$ cat src/rtl/tensor_core_loader.sv
// Byte-stream loader for small_tensor_core: assembles two signed 3x3 operands,
// issues a one-cycle start with the op select, then stalls the stream while the core computes.
module tensor_core_loader #(
  parameter int BUS_WIDTH          = 7,
  parameter int MATRIX_BUSY_CYCLES = 9,
  parameter int RELU_BUSY_CYCLES   = 1
) (
  input  logic                        clock_in,
  input  logic                        reset_in,
  input  logic [BUS_WIDTH:0]          data_in,
  input  logic                        data_valid_in,
  output logic                        data_ready_out,
  output logic signed [BUS_WIDTH:0]   tensor_core_input1 [3][3],
  output logic signed [BUS_WIDTH:0]   tensor_core_input2 [3][3],
  output logic [1:0]                  matrix_operation_select,
  output logic                        should_start_tensor_core,
  output logic                        busy_out,
  output logic                        done_out,
  output logic                        error_out,
  output logic [2:0]                  debug_state_out
);

  // Handshake: a beat is any cycle with data_valid_in && data_ready_out; only beats change load state.
  typedef enum logic [2:0] {
    IDLE  = 3'd0,
    LOAD1 = 3'd1,
    LOAD2 = 3'd2,
    START = 3'd3,
    WAIT  = 3'd4
  } state_t;

  localparam int CNT_MAX = (MATRIX_BUSY_CYCLES > RELU_BUSY_CYCLES) ? MATRIX_BUSY_CYCLES
                                                                   : RELU_BUSY_CYCLES;
  localparam int CNT_W   = $clog2(CNT_MAX + 1);

  state_t           state_q;
  logic [3:0]       idx_q;
  logic [CNT_W-1:0] cnt_q;
  logic [1:0]       op_q;
  logic             ready_q, start_q, busy_q, done_q, error_q;
  logic [1:0]       row, col;
  logic             beat;

  assign beat = data_valid_in && ready_q;

  // Row-major element index to (row, col).
  always_comb begin
    row = 2'd0;
    col = 2'd0;
    case (idx_q)
      4'd0: begin row = 2'd0; col = 2'd0; end
      4'd1: begin row = 2'd0; col = 2'd1; end
      4'd2: begin row = 2'd0; col = 2'd2; end
      4'd3: begin row = 2'd1; col = 2'd0; end
      4'd4: begin row = 2'd1; col = 2'd1; end
      4'd5: begin row = 2'd1; col = 2'd2; end
      4'd6: begin row = 2'd2; col = 2'd0; end
      4'd7: begin row = 2'd2; col = 2'd1; end
      4'd8: begin row = 2'd2; col = 2'd2; end
      default: begin row = 2'd0; col = 2'd0; end
    endcase
  end

  always_ff @(posedge clock_in) begin
    if (reset_in) begin
      state_q <= IDLE;
      idx_q   <= '0;
      cnt_q   <= '0;
      op_q    <= 2'b00;
      ready_q <= 1'b1;
      start_q <= 1'b0;
      busy_q  <= 1'b0;
      done_q  <= 1'b0;
      error_q <= 1'b0;
      for (int r = 0; r < 3; r++) begin
        for (int c = 0; c < 3; c++) begin
          tensor_core_input1[r][c] <= '0;
          tensor_core_input2[r][c] <= '0;
        end
      end
    end else begin
      start_q <= 1'b0;
      done_q  <= 1'b0;
      error_q <= 1'b0;
      case (state_q)
        IDLE: begin
          if (beat) begin
            case (data_in[1:0])
              2'b00, 2'b01: begin
                op_q    <= data_in[1:0];
                idx_q   <= '0;
                state_q <= LOAD1;
                busy_q  <= 1'b1;
              end
              2'b10: begin
                op_q    <= data_in[1:0];
                state_q <= START;
                start_q <= 1'b1;
                ready_q <= 1'b0;
                busy_q  <= 1'b1;
              end
              default: error_q <= 1'b1;
            endcase
          end
        end
        LOAD1: begin
          if (beat) begin
            tensor_core_input1[row][col] <= data_in;
            if (idx_q == 4'd8) begin
              idx_q   <= '0;
              state_q <= LOAD2;
            end else begin
              idx_q <= idx_q + 4'd1;
            end
          end
        end
        LOAD2: begin
          if (beat) begin
            tensor_core_input2[row][col] <= data_in;
            if (idx_q == 4'd8) begin
              idx_q   <= '0;
              state_q <= START;
              start_q <= 1'b1;
              ready_q <= 1'b0;
            end else begin
              idx_q <= idx_q + 4'd1;
            end
          end
        end
        START: begin
          cnt_q   <= (op_q == 2'b10) ? CNT_W'(RELU_BUSY_CYCLES) : CNT_W'(MATRIX_BUSY_CYCLES);
          state_q <= WAIT;
        end
        WAIT: begin
          // Leave on the cycle the counter shows 1, so WAIT lasts exactly the busy count.
          if (cnt_q <= CNT_W'(1)) begin
            cnt_q   <= '0;
            state_q <= IDLE;
            ready_q <= 1'b1;
            busy_q  <= 1'b0;
            done_q  <= 1'b1;
          end else begin
            cnt_q <= cnt_q - CNT_W'(1);
          end
        end
        default: begin
          state_q <= IDLE;
          ready_q <= 1'b1;
          busy_q  <= 1'b0;
        end
      endcase
    end
  end

  assign data_ready_out           = ready_q;
  assign matrix_operation_select  = op_q;
  assign should_start_tensor_core = start_q;
  assign busy_out                 = busy_q;
  assign done_out                 = done_q;
  assign error_out                = error_q;
  assign debug_state_out          = state_q;

endmodule

$ cat config.mk
export PLATFORM = sky130hd
export DESIGN_NAME = tensor_core_loader
export DESIGN_NICKNAME = d
export VERILOG_FILES = /design/src/rtl/tensor_core_loader.sv
export SDC_FILE = /design/constraint.sdc
export NUM_CORES = 1
export LEC_CHECK = 0
export ABC_AREA = 1
export BUFFER_PORTS_ARGS = -buffer_cell sky130_fd_sc_hd__buf_4
export CORE_AREA = 2 2 114 116
export CTS_CLUSTER_DIAMETER = 100
export DETAILED_ROUTE_END_ITERATION = 12
export DIE_AREA = 0 0 116 118
export PLACE_DENSITY = 0.76
export SLEW_MARGIN = 20
export SYNTH_ARGS = -nofsm -noshare
export SYNTH_HDL_FRONTEND = slang
export SYNTH_SLANG_ARGS = --single-unit
$ cat constraint.sdc
create_clock -name clock_in -period 2.3 [get_ports clock_in]
set_clock_uncertainty 0.2 [all_clocks]
set_input_delay 0.115 -clock clock_in [delete_from_list [all_inputs] [get_ports clock_in]]
set_output_delay 0.115 -clock clock_in [all_outputs]
set_load 0.005 [all_outputs]
==> flow_summary.ini <==
[outcome]
status = finished clean

[placement]
placed_cells = 1122
detailedPlacementHpwl_mm = 11.4
routabilityCongestion = 0.851
io_buffer_count = 164

[power]
pwr_density_cell_nw_per_um2 = 814
peakVddDrop_v = 0.000432
total_leakage_power_nw = 4.05

[synthesis]
syn-cell-area_um2 = 6510
synth.area.top_cells = dfxtp_1 (51%), nor2_1 (14%), o21ai_0 (9.9%)
yosys.cell_count.top_type = nor2_1
ys.warnings.count = 0
mean_cell_area_of_the_mapped_netlist_um2 = 8.07
ys_seq_elements = 166
postSynthNetCount = 826
synthFlopType = dfxtp_1
synth_cells = 807
sequential_share_of_the_synthesized_area_pct = 51.0
synth-edff-count = 0
synth_cell_type_count = 33
yosys-top-cells-count = nor2_1 (243), dfxtp_1 (166), o21ai_0 (129), nand2_1 (45), inv_1 (38)
synthArstFlopShare_pct = 0
synthDominantAreaCellType = dfxtp_1
area_share_of_the_largest_cell_type_after_synthesis_pct = 51.0

[routing]
vias = 5919
first_pass_iters = 5
detail_route.wl_per_cell_um = 14.6
wirelength_mm = 17.1
viasPerCell = 5.08
ant_nets = 0
drc = 0
initialDrtViolationCount = 353

[worst_setup_path]
setup.worst_path.start_class = flop
crit_fanout = 9
critPathCaptureType = flop
critical_path_class = flop to flop
timing.rr.start = debug_state_out[0]$_SDFFE_PP0P_
crit_path_cell_trace = nor2_8, nand2_4, nand2_1, nand2_1, o21ai_1, o211ai_1, buf_4, ha_1, nand2_1, nand2_1, nor2_1
regToRegEndpoint = col[0]$_SDFF_PP0_
most_used_cell_cp = nand2_1
worst_path_largest_cell_delay_ns = 0.40
r2r_setup_slack_ns = 0.22
slowest_stage = dfxtp_2
arrival_ns = 2.23
r2r.worst_path.cells = 11
worstPathRequired_ns = 2.45

[clock_tree]
cts.path.max_buffers = 2
cts.root.buffer_cell = clkbuf_16
cts_tree = done
cts.clk_slew.worst_paths_ns = 0.06
cts_max_level = 4
clock_latency_ns = 0.42
cts-buffers-inserted = 17
post-cts-setup-buffers = 0
clock-sinks = 166

[grt]
antenna_found_initial = 0
vias_in_the_first_global_route = 5462
grt_first_pass_wirelength_mm = 27.6
overall_fraction_of_global_route_tracks_in_use_pct = 25.3
grt_start_max_net_pins = 90
global_route.overflow_total = 0

[timing]
setup_viol = 0
layout_worst_path_cycle_share_pct = 90.4
drv_slew = 0
max-slew-margin-rel_pct = 71.1
final_period_minus_worst_setup_slack_ns = 2.08
max_freq_mhz = 481
timing.setup.tns_ns = 0
report.final.hold_viol_count = 0
worst-slew-pin-transition_ns = 0.433
setup_repair_after_global_routing_missed_its_margin = no

[hold_path]
min_path_cells = 2
holdCritPathClass = flop to flop
worst_hold_startpoint = tensor_core_input1[37]$_SDFFE_PP0P_
whs_endpoint = tensor_core_input1[37]$_SDFFE_PP0P_

[floorplan]
io_pins = 165
floorplan.die.width_um = 116
std_cell_rows = 41
design.core.area_um2 = 12400
initial_utilization_pct = 52.4
floorplan.die_area_um2 = 13700
die_h_um = 118

[finish]
antenna-diode-count = 0
seq_area_um2 = 3330
final_cells = 1165
design.final.nets = 999
final_layout_size_suffix_gt1_share_pct = 27.5
layout.filler_cells = 998
multiInputGateArea_um2 = 2750
area_delta_synth_final_pct = 33.3

[job]
max_cap_viol_count = 0
worst max-delay path: cells and delay by family (launching register included):
family	cells	cell delay, ns
AO/OA/AOI/OAI	2	0.26
flip-flops	1	0.40
AND/OR/NAND/NOR	7	0.71
adder cells (fa/ha/maj)	1	0.26
buffers and inverters	1	0.17
state kept, by name, summed over array words and instances (netlist names):
signal                    count
row                           2
should_start_tensor_core      1
tensor_core_input2           72
tensor_core_input1           72
debug_state_out               3
busy_out                      1
idx_q                         4
error_out                     1
col                           2
data_ready_out                1
done_out                      1
matrix_operation_select       2
cnt_q                         4
stage by stage:
stage	instance area [µm²]	hold slack [ns]	total power (W)	util, %	setup slack (ns)
floorplan	6510	0.0784	0.00365	-	0.296
global placement	7900	0.184	0.00391	63.6	0.140
detailed placement	7900	0.183	0.00392	63.6	0.0852
CTS	8670	0.286	0.00709	69.9	0.0647
global route	8680	0.309	0.00734	69.9	0.0153
finish	8680	0.283	0.00707	69.9	0.221
routing by layer:
metal	routed length (µm)	track usage, %	vias up
met5	0	0	-
li1	-	-	2979
met3	1500	8.19	31
met1	7620	33.6	2690
met2	7570	38.1	219
met4	371	9.75	0
where the power goes:
part | switching, W | leakage (nW) | internal, W | total (W)
Combinational | 0.000515 | 2.39 | 0.000306 | 0.000821
Clock | 0.00121 | 0.324 | 0.00196 | 0.00318
Sequential | 0.0000909 | 1.34 | 0.00297 | 0.00306
repair_timing:
action | 4_1_cts | 5_1_grt
gates resized for setup | 0 | 5
hold endpoints to repair | 120 | 0
hold buffers | 11 | 0
setup endpoints to repair | 0 | 3
placed cells by master, fill, tap and decap left out, types with 2 or more instances in the layout:
cell	netlist	routed
bufinv_16	0	5
inv_6	0	5
dfxtp_1	166	162
nor3_1	2	2
clkinv_4	15	17
nand2_1	45	45
nor2_8	3	3
inv_1	38	38
nor2_4	3	3
a21oi_1	30	30
a211oi_1	2	2
clkinv_2	3	4
a21oi_2	15	15
nand2_4	21	21
a31oi_1	2	2
buf_4	0	172
inv_8	0	2
nor2_1	243	243
o21ai_0	129	128
dfxtp_2	0	4
nand3_1	13	13
dlygate4sd3_1	0	11
o21ai_1	24	25
ha_1	8	8
nand4_1	4	4
clkbuf_16	0	17
cells by family (layout without fill, tap and decap cells):
family	after synthesis	in the layout	share of synthesized area, %
xor gates and xnor gates	1	1	0.135
buffers and inverters	89	275	6.74
and+or+nand+nor	337	337	23.6
AOI/OAI and AO/OA	206	206	17.0
adders and majority gates	8	8	1.54
DFF	166	166	51.0
worst max path at each step:
stage                                               start           endpoint  slack [ns]
after floorplan           debug_state_out[0]$_SDFFE_PP0P_     col[1]$_DFF_P_        0.30
after global placement    debug_state_out[0]$_SDFFE_PP0P_     col[1]$_DFF_P_        0.14
after detailed placement  debug_state_out[0]$_SDFFE_PP0P_     col[1]$_DFF_P_        0.09
after CTS                 debug_state_out[0]$_SDFFE_PP0P_  col[0]$_SDFF_PP0_        0.06
after global routing      debug_state_out[0]$_SDFFE_PP0P_  col[0]$_SDFF_PP0_        0.02
final                     debug_state_out[0]$_SDFFE_PP0P_  col[0]$_SDFF_PP0_        0.22
area by class of cell:
type                       count  share of cell area [%]
sequential                   166                    38.4
multi-input combinational    552                    31.7
timing repair buffer         184                    16.4
clock buffer                  18                    4.95
inverter                      59                    3.47
clock inverter                14                    2.70
tap                          172                    2.48
Power figures use the tool's default switching activity.
